$ cat src/rtl/mac_pkg.sv
// Shared types and default sizing for the MAC operand-buffer controller.
package mac_pkg;

  typedef enum logic [1:0] {
    IDLE  = 2'd0,
    FILL  = 2'd1,
    ISSUE = 2'd2,
    DONE  = 2'd3
  } state_e;

  localparam int PassCntWidth   = 8;
  localparam int DefDataWidth   = 8;
  localparam int DefBufferSize  = 4;
  localparam int DefBufferWidth = 2;

endpackage

$ cat src/rtl/mac_buf_ctrl_if.sv
// Operand-side and MAC-side handshake plus Buffer address/enable bus.
interface mac_buf_ctrl_if #(
  parameter int BufferWidth = mac_pkg::DefBufferWidth
);

  // Both channels use strict valid/ready: a transfer occurs on a rising clk
  // edge where valid and ready are both high; valid never waits on ready and,
  // once raised, the payload stays stable until the transfer completes.
  logic                   in_valid;
  logic                   in_ready;
  logic                   buf_en;
  logic [BufferWidth-1:0] buf_waddr;
  logic [BufferWidth-1:0] buf_raddr1;
  logic [BufferWidth-1:0] buf_raddr2;
  logic                   mac_valid;
  logic                   mac_ready;
  logic                   mac_last;

  modport master (
    input  in_valid, mac_ready,
    output in_ready, buf_en, buf_waddr, buf_raddr1, buf_raddr2,
           mac_valid, mac_last
  );

  modport slave (
    output in_valid, mac_ready,
    input  in_ready, buf_en, buf_waddr, buf_raddr1, buf_raddr2,
           mac_valid, mac_last
  );

endinterface

$ cat src/rtl/mac_buf_ctrl.sv
// Fill/issue controller: fills the operand Buffer, then issues slot pairs to the MAC.
// Optional MAC_BUF_ACC_CLR_EN adds acc_clr, a one-cycle pulse at each pass start.
module mac_buf_ctrl
  import mac_pkg::*;
#(
  parameter int DataWidth   = DefDataWidth,
  parameter int BufferSize  = DefBufferSize,
  parameter int BufferWidth = DefBufferWidth
) (
  input  logic                    clk,
  input  logic                    rst_n,
  input  logic                    start,
`ifdef MAC_BUF_ACC_CLR_EN
  output logic                    acc_clr,
`endif
  output logic                    done,
  output logic                    busy,
  output logic [PassCntWidth-1:0] pass_cnt,
  output logic [1:0]              state_dbg,
  mac_buf_ctrl_if.master          bus
);

  localparam logic [1:0] S_IDLE  = IDLE;
  localparam logic [1:0] S_FILL  = FILL;
  localparam logic [1:0] S_ISSUE = ISSUE;
  localparam logic [1:0] S_DONE  = DONE;

  localparam logic [BufferWidth-1:0] WrLast = BufferWidth'(BufferSize - 1);
  localparam logic [BufferWidth-1:0] KLast  = BufferWidth'(BufferSize / 2 - 1);
  localparam logic [BufferWidth-1:0] One    = BufferWidth'(1);

  // DataWidth only sizes the companion Buffer; it is checked here for sanity.
  if (BufferSize < 2 || (BufferSize % 2) != 0 ||
      (1 << BufferWidth) != BufferSize || DataWidth < 1) begin : g_bad_params
    $error("mac_buf_ctrl: inconsistent DataWidth/BufferSize/BufferWidth");
  end

  logic [1:0]             state;
  logic [BufferWidth-1:0] wr_ptr;
  logic [BufferWidth-1:0] k;

  always_ff @(posedge clk or negedge rst_n) begin
    if (!rst_n) begin
      state    <= S_IDLE;
      wr_ptr   <= '0;
      k        <= '0;
      pass_cnt <= '0;
    end else begin
      case (state)
        S_IDLE: begin
          if (start) state <= S_FILL;
        end
        S_FILL: begin
          if (bus.buf_en) begin
            if (wr_ptr == WrLast) begin
              wr_ptr <= '0;
              state  <= S_ISSUE;
            end else begin
              wr_ptr <= wr_ptr + One;
            end
          end
        end
        S_ISSUE: begin
          if (bus.mac_ready) begin
            if (k == KLast) begin
              k     <= '0;
              state <= S_DONE;
            end else begin
              k <= k + One;
            end
          end
        end
        S_DONE: begin
          pass_cnt <= pass_cnt + PassCntWidth'(1);
          state    <= S_IDLE;
        end
        default: state <= S_IDLE;
      endcase
    end
  end

`ifdef MAC_BUF_ACC_CLR_EN
  // Registered so the pulse lines up with the first FILL cycle.
  always_ff @(posedge clk or negedge rst_n) begin
    if (!rst_n) acc_clr <= 1'b0;
    else        acc_clr <= (state == S_IDLE) && start;
  end
`endif

  assign bus.in_ready   = (state == S_FILL);
  assign bus.buf_en     = bus.in_valid & bus.in_ready;
  assign bus.buf_waddr  = wr_ptr;
  assign bus.mac_valid  = (state == S_ISSUE);
  assign bus.mac_last   = (state == S_ISSUE) && (k == KLast);
  // Pair k lives in slots 2k and 2k+1; idle addresses park on slots 0 and 1.
  assign bus.buf_raddr1 = (state == S_ISSUE) ? BufferWidth'({k, 1'b0}) : '0;
  assign bus.buf_raddr2 = (state == S_ISSUE) ? BufferWidth'({k, 1'b1}) : One;
  assign done           = (state == S_DONE);
  assign busy           = (state != S_IDLE);
  assign state_dbg      = state;

endmodule

$ cat src/flat_wrapper.sv
// flat-port wrapper written by rule: the top's interface ports become plain ports
module mac_buf_ctrl_flat import mac_pkg::*;
#(
  parameter int DataWidth   = DefDataWidth,
  parameter int BufferSize  = DefBufferSize,
  parameter int BufferWidth = DefBufferWidth
)
  (clk, rst_n, start, done, busy, pass_cnt, state_dbg, bus_in_valid, bus_mac_ready, bus_in_ready, bus_buf_en, bus_buf_waddr, bus_buf_raddr1, bus_buf_raddr2, bus_mac_valid, bus_mac_last);
  mac_buf_ctrl_if #(.BufferWidth(BufferWidth)) bus_i ();
  input  logic clk;
  input  logic rst_n;
  input  logic start;
  output logic done;
  output logic busy;
  output logic [PassCntWidth-1:0] pass_cnt;
  output logic [1:0] state_dbg;
  input wire logic [$bits(bus_i.in_valid)-1:0] bus_in_valid;
  input wire logic [$bits(bus_i.mac_ready)-1:0] bus_mac_ready;
  output wire logic [$bits(bus_i.in_ready)-1:0] bus_in_ready;
  output wire logic [$bits(bus_i.buf_en)-1:0] bus_buf_en;
  output wire logic [$bits(bus_i.buf_waddr)-1:0] bus_buf_waddr;
  output wire logic [$bits(bus_i.buf_raddr1)-1:0] bus_buf_raddr1;
  output wire logic [$bits(bus_i.buf_raddr2)-1:0] bus_buf_raddr2;
  output wire logic [$bits(bus_i.mac_valid)-1:0] bus_mac_valid;
  output wire logic [$bits(bus_i.mac_last)-1:0] bus_mac_last;
  assign bus_i.in_valid = bus_in_valid;
  assign bus_i.mac_ready = bus_mac_ready;
  assign bus_in_ready = bus_i.in_ready;
  assign bus_buf_en = bus_i.buf_en;
  assign bus_buf_waddr = bus_i.buf_waddr;
  assign bus_buf_raddr1 = bus_i.buf_raddr1;
  assign bus_buf_raddr2 = bus_i.buf_raddr2;
  assign bus_mac_valid = bus_i.mac_valid;
  assign bus_mac_last = bus_i.mac_last;
  mac_buf_ctrl #(.DataWidth(DataWidth), .BufferSize(BufferSize), .BufferWidth(BufferWidth)) u_core (.clk(clk), .rst_n(rst_n), .start(start), .done(done), .busy(busy), .pass_cnt(pass_cnt), .state_dbg(state_dbg), .bus(bus_i));
endmodule
$ cat config.mk
export PLATFORM = sky130hd
export DESIGN_NAME = mac_buf_ctrl_flat
export DESIGN_NICKNAME = d
export VERILOG_FILES = /design/src/rtl/mac_pkg.sv /design/src/rtl/mac_buf_ctrl_if.sv /design/src/rtl/mac_buf_ctrl.sv /design/src/flat_wrapper.sv
export SDC_FILE = /design/constraint.sdc
export NUM_CORES = 1
export LEC_CHECK = 0
export ABC_AREA = 1
export BUFFER_PORTS_ARGS = -buffer_cell sky130_fd_sc_hd__buf_4
export CAP_MARGIN = 30
export CORE_MARGIN = 4
export CORE_UTILIZATION = 47
export CTS_CLUSTER_DIAMETER = 30
export DETAILED_ROUTE_END_ITERATION = 16
export GPL_TIMING_DRIVEN = 1
export PLACE_DENSITY = 0.76
export SKIP_CTS_REPAIR_TIMING = 1
export SYNTH_ARGS = -nofsm -noshare
export SYNTH_HDL_FRONTEND = slang
export SYNTH_SLANG_ARGS = --single-unit
export TNS_END_PERCENT = 10
$ cat constraint.sdc
create_clock -name clk -period 1.7 [get_ports clk]
set_input_delay 0.34 -clock clk [delete_from_list [all_inputs] [get_ports clk]]
set_output_delay 0.34 -clock clk [all_outputs]
set_load 0.02 [all_outputs]
==> results of run 1 <==
-- synth_stat cells, types with 2 or more instances --
cell     instances
nand2_1         23
dfrtp_1         14
inv_1           11
ha_1             7
xor2_1           5
nand3_1          4
buf_4            3
nor2_1           3
conb_1           2
nand2_2          2
o21ai_0          2
-- layout make-up --
type / instances / area [sq um]
flip-flops and latches: 14 / 351.6
fillers: 123 / 489.2
multi-input cells: 57 / 376.6
repair buffers: 29 / 220.2
clock buffers: 3 / 22.52
well taps: 16 / 20.02
inverters: 11 / 43.79
-- metrics by stage --
stage	area, sq um	instances	hold WS (ps)	power (mW)
after CTS	975.9	125	-107.9	1.803
after global placement	953.4	122	195.2	1.586
after global routing	1035	130	359.2	2.069
after detailed placement	953.4	122	197.8	1.613
after floorplan	775.7	85	44.41	1.233
final	1035	130	353.3	1.913
-- flip-flops by register name (all words and copies together), names as in the netlist --
name	count
u_core.bus.buf_waddr	2
u_core.pass_cnt	8
u_core.k	2
u_core.state_dbg	2
-- logic make-up (layout without fill, tap and decap cells) --
kind of cell | Yosys count | after routing | share of synthesized area, %
multiplexers | 1 | 1 | 1.456
AND/OR/NAND/NOR | 36 | 36 | 20.87
buffers and inverters | 14 | 43 | 8.252
adder cells (fa/ha/maj) | 7 | 7 | 11.33
flip-flops | 14 | 14 | 45.31
XOR/XNOR | 7 | 7 | 8.900
other | 2 | 2 | 0.9712
AO/OA/AOI/OAI | 4 | 4 | 2.912
-- metal layers --
layer	global-route usage, %	share of wire, %	up-vias
li1	-	-	320
met5	0	0	-
met1	15.23	41	270
met3	5.521	7.6	4
met4	8.072	1.9	0
met2	20.22	50	19
-- critical path, stage by stage, from the launching register on --
cell and delay (ps):
dfrtp_1 430, buf_4 170, ha_4 170, nand2_2 60
inv_1 50, buf_4 150
-- worst paths after layout --
| path | endpoint | slack, ps | depth (start not counted) |
|---|---|---|---|
| worst max-delay path | bus_buf_raddr1[1] | 60 | 5 |
| worst min-delay path | u_core.bus.buf_waddr[1]$_DFFE_PN0P_ | 350 | 4 |
| worst max register to register | u_core.state_dbg[0]$_DFFE_PN0P_ | 350 | 6 |
| worst min register to register | u_core.pass_cnt[7]$_DFFE_PN0P_ | 490 | 2 |
| max in group asynchronous | u_core.state_dbg[0]$_DFFE_PN0P_ | 1090 | 2 |
| min in group asynchronous | u_core.pass_cnt[5]$_DFFE_PN0P_ | 440 | 2 |
-- report_power, final --
group / internal [mW] / total, mW / leakage [nW] / switching [mW]
Clock: 0.0821 / 0.184 / 0.0138 / 0.102
Combinational: 0.507 / 1.13 / 0.391 / 0.622
Sequential: 0.454 / 0.599 / 0.176 / 0.145
==> summary.txt, run 1 <==
Timing
  – Final Critical Period: 1638 ps
  – Final Hold Vio Count: 0
  – Setup ws final: 62.23 ps
  – Final TNS setup: 0 ps
  – Final period util: 96.34%
  – Fmax: 610.6 MHz
  – Setup Skew: 1.922 ps
  – RSZ-0062 raised after global routing: yes
  – Pins Over Slew Limit: 0
  – Final setup violation count: 0

Pwr
  – Max VDD drop: 1.156 mV
  – Pwr dens: 1848 nW/um^2
  – P_leak: 0.5815 nW

Routing
  – Final wirelength: 1.509 mm
  – DR vias/cell: 4.715
  – DR DRC count: 0
  – DRT antenna net count: 0
  – Vias: 613
  – Initial DRC Count: 7
  – Drt first pass iters: 3
  – Avg WL per Cell: 11.61 microns

Global route
  – First-pass GRT wire length: 2.421 mm
  – Initial antenna violation count: 0
  – Vias in the first global route: 558
  – GRT Residual Overflow: 0
  – GRT Overall Usage: 13.24%
  – Largest net degree at the start of global routing: 15

Floorplan
  – I/O pin count: 27
  – Die Ht: 48.56 microns
  – Core area: 1524 sq um
  – Die Wd: 48.56 microns
  – Total die area: 2358 sq um
  – Row count: 14
  – Initial Utilization: 50.74%

Synth
  – Post-synth ARST share: 100.0%
  – Syn Area/Cell: 9.097 sq um
  – Top area cells in the synthesized netlist: dfrtp_1 (45%), ha_1 (11%), nand2_1 (11%)
  – Dominant synthesized flop cell: dfrtp_1
  – Synth Instances: 85
  – Yosys warning count: 0
  – Post-synth EDFFs: 0
  – Top-area cell type share of the netlist area: 45.31%
  – Number of distinct library cells after synthesis: 20
  – Synth Cell Area: 773.2 sq um
  – Biggest area consumer among synthesized cells: dfrtp_1
  – Sequential fraction of the synthesis area: 45.31%
  – Syn Nets: 97
  – FF+latch count, synth: 14

Clocking
  – Max Root-Sink Buffers: 2
  – CTS sink count: 14
  – TritonCTS clock tree: yes
  – CTS H-Tree Depth: 1
  – TritonCTS Buffers: 3
  – Clk pin slew, worst setup/hold paths: 80 ps
  – Clock root cell: clkbuf_4
  – Worst-Skew Late Latency: 280 ps

Layout
  – Area growth, synth to finish: 33.82%
  – Nets@finish: 128
  – Layout Utilization: 67.90%
  – Commonest non-fill, non-tap cell in the layout: buf_4
  – Most frequent cells in the layout: buf_4 (28), nand2_1 (22), dfrtp_1 (13)
  – Share of cells above drive strength 1: 38.60%
  – Antenna cells: 0

Critical path
  – Crit end category: primary output
  – Worst Path Required: 1360 ps
  – Worst R2R Start: u_core.state_dbg[0]$_DFFE_PN0P_
  – Critical path origin: u_core.state_dbg[1]$_DFFE_PN0P_
  – Worst Setup Path Type: reg2out
  – Startpoint type of the worst setup path: flip-flop
  – Crit-path max FO: 5
  – Critical path arrival: 1300 ps

Place
  – Dpl ws: 272.8 ps
  – Port bufs: 24
  – Gpl congestion: 0.7652
  – Final HPWL DP: 1.129 mm

Worst hold path
  – HP Start: bus_in_valid
  – Hold Crit Class: in2reg

Job
  – Max-Cap Viols: 0

Outcome
  – Outcome: finished, final reports clean
(Power assumes the default switching activity.)
==> run 2: changes to the inputs <==
--- a/config.mk
+++ b/config.mk
@@ -9,11 +9,11 @@
 export BUFFER_PORTS_ARGS = -buffer_cell sky130_fd_sc_hd__buf_4
 export CAP_MARGIN = 30
 export CORE_MARGIN = 4
-export CORE_UTILIZATION = 47
+export CORE_UTILIZATION = 43
 export CTS_CLUSTER_DIAMETER = 30
 export DETAILED_ROUTE_END_ITERATION = 16
 export GPL_TIMING_DRIVEN = 1
-export PLACE_DENSITY = 0.76
+export PLACE_DENSITY = 0.73
 export SKIP_CTS_REPAIR_TIMING = 1
 export SYNTH_ARGS = -nofsm -noshare
 export SYNTH_HDL_FRONTEND = slang
==> constraint.sdc (replaced) <==
create_clock -name clk -period 1.3 [get_ports clk]
set_input_delay 0.26 -clock clk [delete_from_list [all_inputs] [get_ports clk]]
set_output_delay 0.26 -clock clk [all_outputs]
set_load 0.02 [all_outputs]
==> run 2 against run 1 <==
Effect of this change:
- wire length rose by 2.8%
- highest routed layer unchanged
- clock-buffer cell count rose by 1
- largest cell class unchanged
- register-to-register slack got worse by 360 ps
- first-iteration DRC count fell by 43%
- largest power group unchanged
- sequential share of layout area fell by 2.3 points
- cell count rose by 6.9%
- the flow now finishes with violations (setup timing)
- clock power rose by 70%
- cell area rose by 7.7%
==> summary.txt, run 2 (synthesis results as in run 1) <==
Outcome
  – Outcome: finished, violations left
  – Violated checks: setup timing

Place
  – Post-DP Area: 1022 sq um (+7.2%)
  – Final HPWL DP: 1.148 mm (+1.7%)
  – Gpl congestion: 0.7348 (-4.0%)
  – Cell count after placement: 132 (+8.2%)
  – Port bufs: 24 (unchanged)
  – Dpl ws: 22.44 ps (-250.3 ps)

Timing
  – Pins Over Slew Limit: 0 (unchanged)
  – Final setup violation count: 10 (+10)
  – Final Hold Vio Count: 0 (unchanged)
  – Setup Skew: 2.734 ps (+0.8125 ps)
  – Final TNS setup: -1435 ps (-1435 ps)
  – Hold Worst Slack: 273.5 ps (-79.79 ps)
  – Setup ws final: -243.6 ps (-305.8 ps)
  – Final period util: 118.7%
  – RSZ-0062 raised after global routing: yes
  – Fmax: 647.9 MHz
  – Final Critical Period: 1544 ps

Layout
  – Area growth, synth to finish: 44.17%
  – Largest Register: u_core.pass_cnt
  – Antenna cells: 0 (unchanged)
  – Share of cells above drive strength 1: 44.74% (+6.1 points)
  – Nets@finish: 127 (-0.78%)
  – Largest register FFs: 8 (unchanged)
  – Most frequent cells in the layout: buf_4 (22), nand2_1 (20), dfrtp_1 (12)
  – Fin area: 1115 sq um (+7.7%)
  – FF/Latch Area: 352.8 sq um (+0.36%)
  – Filler cell count in the final layout: 140 (+14%)
  – Commonest non-fill, non-tap cell in the layout: buf_4
  – Final cell count without fillers: 139 (+6.9%)
  – Layout Utilization: 65.27% (-2.6 points)
  – Multi-input gate area: 416.7 sq um (+11%)

Critical path
  – Reg2Reg Setup Slack: -10 ps (-360 ps)
  – Worst R2R Start: u_core.state_dbg[1]$_DFFE_PN0P_
  – Critical path origin: u_core.state_dbg[0]$_DFFE_PN0P_
  – Startpoint type of the worst setup path: flip-flop
  – Worst r2r dst: u_core.state_dbg[0]$_DFFE_PN0P_
  – Worst Setup Path Type: reg2out
  – Crit-path max FO: 5 (unchanged)
  – Worst r2r path cells: 6 (unchanged)
  – Stages on worst setup path: 5 (unchanged)
  – Worst setup path endpoint: bus_mac_last
  – Cells along the critical path: inv_4 -> ha_4 -> nand2_4 -> nor2_4 -> buf_6
  – Crit end category: primary output
  – Slowest stage cell, crit path: dfrtp_2
  – Worst path bufs/invs: 2 (-1)
  – Critical path arrival: 1280 ps (-20 ps)
  – Worst Path Required: 1040 ps (-320 ps)
  – Max incr delay on CP: 480 ps (+50 ps)
  – Crit path max-delay family: flip-flops

Floorplan
  – Core area: 1708 sq um (+12%)
  – Die Wd: 50.41 microns (+3.8%)
  – Row count: 15 (+1)
  – Initial Utilization: 45.27% (-5.5 points)
  – Total die area: 2541 sq um (+7.7%)
  – Die Ht: 50.41 microns (+3.8%)
  – I/O pin count: 27 (unchanged)

Routing
  – DRT antenna net count: 0 (unchanged)
  – DR vias/cell: 4.518 (-4.2%)
  – Metal3 WL: 110 microns (-4.3%)
  – Avg WL per Cell: 11.17 microns (-3.8%)
  – Top sig layer: met4
  – Vias: 628 (+2.4%)
  – Drt first pass iters: 3 (unchanged)
  – WL met1: 649 microns (+5.4%)
  – DR DRC count: 0 (unchanged)
  – DR WL met2: 764 microns (+2.3%)
  – Final wirelength: 1.552 mm (+2.8%)
  – Initial DRC Count: 4 (-3)

Clocking
  – Clk pin slew, worst setup/hold paths: 90 ps (about the same)
  – TritonCTS clock tree: yes
  – Worst-Skew Late Latency: 280 ps (about the same)
  – Clock root cell: clkbuf_4
  – CTS H-Tree Depth: 1 (unchanged)
  – CTS sink count: 14 (unchanged)
  – Max Root-Sink Buffers: 2 (unchanged)
  – TritonCTS Buffers: 3 (unchanged)

Global route
  – First-pass GRT wire length: 2.484 mm (+2.6%)
  – GRT Residual Overflow: 0 (unchanged)
  – GRT Overall Usage: 13.22% (-0.023 points)
  – Largest net degree at the start of global routing: 15 (unchanged)
  – Initial antenna violation count: 0 (unchanged)
  – Vias in the first global route: 595 (+6.6%)

Worst hold path
  – Hold Crit Class: in2reg
  – HP Start: bus_in_valid
  – Cell depth of the worst hold path: 4 (unchanged)

Pwr
  – P_leak: 0.5933 nW (+2.0%)
  – Part of the power in registers: 29.6% (-1.7 points)
  – Design Power: 2.707 mW (+42%)
  – Net Sw Frac: 44.56% (-0.89 points)
  – Pint: 1.501 mW (+44%)
  – Comb power frac: 58.9% (-0.2 points)
  – NetSw: 1.206 mW (+39%)
  – Proportion of power drawn by the clock network: 11.6% (+2.0 points)
  – Pwr dens: 2428 nW/um^2 (+31%)
  – Max VDD drop: 1.579 mV (+37%)

Job
  – Max-Cap Viols: 0 (unchanged)
==> run 2: power by group through the flow <==
stage	combinational, mW	clock (mW)	sequential, mW
after global placement	1.42	0	0.801
after global routing	1.74	0.355	0.834
final	1.59	0.313	0.801
after floorplan	0.808	0	0.954
after detailed placement	1.45	0	0.811
after CTS	1.47	0.333	0.806
==> run 2: worst min path at each step <==
stage	end
after floorplan	u_core.bus.buf_waddr[0]$_DFFE_PN0P_
after global placement	u_core.pass_cnt[0]$_DFFE_PN0P_
after detailed placement	u_core.pass_cnt[0]$_DFFE_PN0P_
after CTS	u_core.pass_cnt[6]$_DFFE_PN0P_
after global routing	u_core.bus.buf_waddr[1]$_DFFE_PN0P_
final	u_core.bus.buf_waddr[1]$_DFFE_PN0P_
==> run 2: layer usage <==
layer | GRT usage [%] | vias up
li1 | - | 314
met1 | 14.61 | 289
met2 | 21.52 | 23
met3 | 2.374 | 2
met4 | 11.66 | 0
met5 | 0 | -
==> run 2: cell type report <==
class                      instances  area share (%)
multi-input combinational         57           37.37
tap                               25           2.806
timing repair buffer              28           20.76
inverter                          11           4.153
sequential                        14           31.65
clock buffer                       4           3.255
==> run 2: worst register-to-register path: stages (launching register included) <==
cell	delay (ps)
dfrtp_2	430
inv_2	70
buf_4	130
ha_1	170
or2_2	280
nand3_1	80
nand2_1	50
==> run 3: changes to the inputs <==
--- a/config.mk
+++ b/config.mk
@@ -5,15 +5,15 @@
 export SDC_FILE = /design/constraint.sdc
 export NUM_CORES = 1
 export LEC_CHECK = 0
-export ABC_AREA = 1
+export ABC_AREA = 0
 export BUFFER_PORTS_ARGS = -buffer_cell sky130_fd_sc_hd__buf_4
 export CAP_MARGIN = 30
 export CORE_MARGIN = 4
-export CORE_UTILIZATION = 43
+export CORE_UTILIZATION = 42
 export CTS_CLUSTER_DIAMETER = 30
 export DETAILED_ROUTE_END_ITERATION = 16
 export GPL_TIMING_DRIVEN = 1
-export PLACE_DENSITY = 0.73
+export PLACE_DENSITY = 0.72
 export SKIP_CTS_REPAIR_TIMING = 1
 export SYNTH_ARGS = -nofsm -noshare
 export SYNTH_HDL_FRONTEND = slang
==> run 3 against run 2 <==
Effect of this change:
- the flow still finishes with violations (setup timing)
- wire length fell by 1.7%
- core utilization rose by 7.1 points
- setup slack got worse by 76 ps
- cell count fell by 13%
- fmax fell by 4.7%
- sequential power fell by 3.0%
- cell area rose by 2.4%
- sequential share of layout area fell by 0.73 points
- synthesized cell count fell by 25%
==> summary.txt, run 3 <==
Outcome
  – Outcome: finished, violations left
  – Violated checks: setup timing

Job
  – Max-Cap Viols: 0 (unchanged)

Floorplan
  – I/O pin count: 27 (unchanged)
  – Die Wd: 49.68 microns (-1.4%)
  – Total die area: 2468 sq um (-2.9%)
  – Initial Utilization: 46.27% (+1.0 points)
  – Row count: 14 (-1)
  – Die Ht: 49.68 microns (-1.4%)
  – Core area: 1577 sq um (-7.7%)

Synth
  – Top-area cell type share of the netlist area: 48.03% (+2.7 points)
  – Synth Instances: 64 (-25%)
  – Syn Area/Cell: 11.40 sq um (+25%)
  – Syn Nets: 76 (-22%)
  – Biggest area consumer among synthesized cells: dfrtp_1
  – Dominant synthesized flop cell: dfrtp_1
  – Sequential fraction of the synthesis area: 48.03% (+2.7 points)
  – Yosys warning count: 0 (unchanged)
  – Most common cell in the netlist: dfrtp_1
  – Post-synth ARST share: 100.0% (unchanged)
  – Top area cells in the synthesized netlist: dfrtp_1 (48%), ha_1 (12%), xnor2_1 (6.0%)
  – Number of distinct library cells after synthesis: 24 (+20%)
  – Synth Cell Area: 729.5 sq um (-5.7%)
  – Synth cell count leaders: dfrtp_1 (14), ha_1 (7), nand2_1 (6), xnor2_1 (5), inv_1 (4)
  – Post-synth EDFFs: 0 (unchanged)
  – FF+latch count, synth: 14 (unchanged)

Layout
  – Area growth, synth to finish: 56.43%
  – Share of cells above drive strength 1: 56.19% (+11 points)
  – Fin area: 1141 sq um (+2.4%)
  – Commonest non-fill, non-tap cell in the layout: buf_4
  – Most frequent cells in the layout: buf_4 (34), dfrtp_1 (12), nand2_1 (5), xnor2_1 (5), buf_6 (5)
  – Final cell count without fillers: 121 (-13%)
  – Nets@finish: 118 (-7.1%)
  – Largest Register: u_core.pass_cnt
  – Antenna cells: 0 (unchanged)
  – Multi-input gate area: 395.4 sq um (-5.1%)
  – Largest register FFs: 8 (unchanged)
  – Layout Utilization: 72.38% (+7.1 points)
  – FF/Latch Area: 352.8 sq um (unchanged)
  – Filler cell count in the final layout: 123 (-12%)

Clocking
  – CTS sink count: 14 (unchanged)
  – TritonCTS clock tree: yes
  – Clock root cell: clkbuf_4
  – Clk pin slew, worst setup/hold paths: 80 ps (about the same)
  – Max Root-Sink Buffers: 2 (unchanged)
  – Worst-Skew Late Latency: 270 ps (about the same)
  – TritonCTS Buffers: 3 (unchanged)
  – CTS H-Tree Depth: 1 (unchanged)

Routing
  – DR vias/cell: 5.083 (+12%)
  – Avg WL per Cell: 12.60 microns (+13%)
  – DRT antenna net count: 0 (unchanged)
  – Final wirelength: 1.525 mm (-1.7%)
  – Vias: 615 (-2.1%)
  – DR WL met2: 873 microns (+14%)
  – Initial DRC Count: 3 (-1)
  – WL met1: 567 microns (-13%)
  – Top sig layer: met4
  – Drt first pass iters: 4 (+1)
  – DR DRC count: 0 (unchanged)
  – Metal3 WL: 74 microns (-33%)

Pwr
  – Part of the power in registers: 25.9% (-3.7 points)
  – NetSw: 1.208 mW (+0.15%)
  – Proportion of power drawn by the clock network: 10.1% (-1.5 points)
  – Net Sw Frac: 40.33% (-4.2 points)
  – Pint: 1.787 mW (+19%)
  – Design Power: 2.995 mW (+11%)
  – P_leak: 0.5829 nW (-1.7%)
  – Pwr dens: 2625 nW/um^2 (+8.1%)
  – Comb power frac: 64.0% (+5.1 points)
  – Max VDD drop: 1.504 mV (-4.7%)

Global route
  – Largest net degree at the start of global routing: 15 (unchanged)
  – Initial antenna violation count: 0 (unchanged)
  – GRT Residual Overflow: 0 (unchanged)
  – GRT Overall Usage: 13.27% (+0.049 points)
  – Vias in the first global route: 577 (-3.0%)
  – First-pass GRT wire length: 2.490 mm (+0.24%)

Timing
  – Setup Skew: 1.154 ps (-1.580 ps)
  – Setup ws final: -319.7 ps (-76.18 ps)
  – RSZ-0062 raised after global routing: yes
  – Final Critical Period: 1620 ps (+76.18 ps)
  – Pins Over Slew Limit: 0 (unchanged)
  – Hold Worst Slack: 203.0 ps (-70.50 ps)
  – Fmax: 617.4 MHz (-4.7%)
  – Final Hold Vio Count: 0 (unchanged)
  – Final setup violation count: 12 (+2)
  – Final TNS setup: -2138 ps (-702.6 ps)
  – Final period util: 124.6% (+5.9 points)

Place
  – Dpl ws: -153.9 ps (-176.3 ps)
  – Port bufs: 24 (unchanged)
  – Gpl congestion: 0.7759 (+5.6%)
  – Cell count after placement: 115 (-13%)
  – Post-DP Area: 1045 sq um (+2.2%)
  – Final HPWL DP: 1.233 mm (+7.4%)

Critical path
  – Startpoint type of the worst setup path: flip-flop
  – Crit-path max FO: 6 (+1)
  – Critical path arrival: 1360 ps (+80 ps)
  – Worst Path Required: 1040 ps (about the same)
  – Crit end category: primary output
  – Worst Setup Path Type: reg2out

Worst hold path
  – Hold Crit Class: in2reg
run 3: cell type report:
class | instances | share of cell area [%]
Inverter | 4 | 1.316
Tap cell | 16 | 1.754
Timing Repair Buffer | 40 | 28.18
Sequential cell | 14 | 30.92
Clock buffer | 4 | 3.180
Multi-Input combinational cell | 43 | 34.65
run 3: logic make-up (layout without fill, tap and decap cells):
logic type	after synthesis	after routing	share of synthesized area, %
AND/OR/NAND/NOR	18	18	13.55
buffers and inverters	7	48	5.145
XOR/XNOR	8	8	9.606
multiplexers	3	3	4.631
AO/OA/AOI/OAI	5	5	6.003
other	2	2	1.030
adder cells (fa/ha/maj)	7	7	12.01
flip-flops	14	14	48.03
run 3: worst max-delay path: stages, from the launching register on:
cell and delay, ps:
dfrtp_2 440, buf_4 160, ha_2 180, buf_4 160
buf_4 160
run 3: worst paths after layout:
kind	slack, ps	end	startpoint	cells past startpoint
worst max-delay path	-320	done	u_core.state_dbg[0]$_DFFE_PN0P_	4
max in group asynchronous	730	u_core.state_dbg[1]$_DFFE_PN0P_	rst_n	2
worst max register to register	-250	u_core.state_dbg[1]$_DFFE_PN0P_	u_core.state_dbg[0]$_DFFE_PN0P_	5
worst min-delay path	200	u_core.k[1]$_DFFE_PN0P_	bus_mac_ready	2
worst min register to register	480	u_core.pass_cnt[7]$_DFFE_PN0P_	u_core.pass_cnt[7]$_DFFE_PN0P_	1
min in group asynchronous	390	u_core.state_dbg[0]$_DFFE_PN0P_	rst_n	2
run 3: power groups by stage:
stage | clock network, mW | logic (mW) | registers (mW)
6_report | 0.301 | 1.92 | 0.777
5_1_grt | 0.343 | 2.08 | 0.808
4_1_cts | 0.315 | 1.80 | 0.772
3_5_place_dp | 0 | 1.80 | 0.780
3_3_place_gp | 0 | 1.75 | 0.771
2_1_floorplan | 0 | 0.785 | 0.975
run 3: metal layers:
layer / vias up / track usage (%)
met5: - / 0
met4: 0 / 4.147
met3: 2 / 5.723
met2: 15 / 22.03
met1: 304 / 15.28
li1: 294 / -
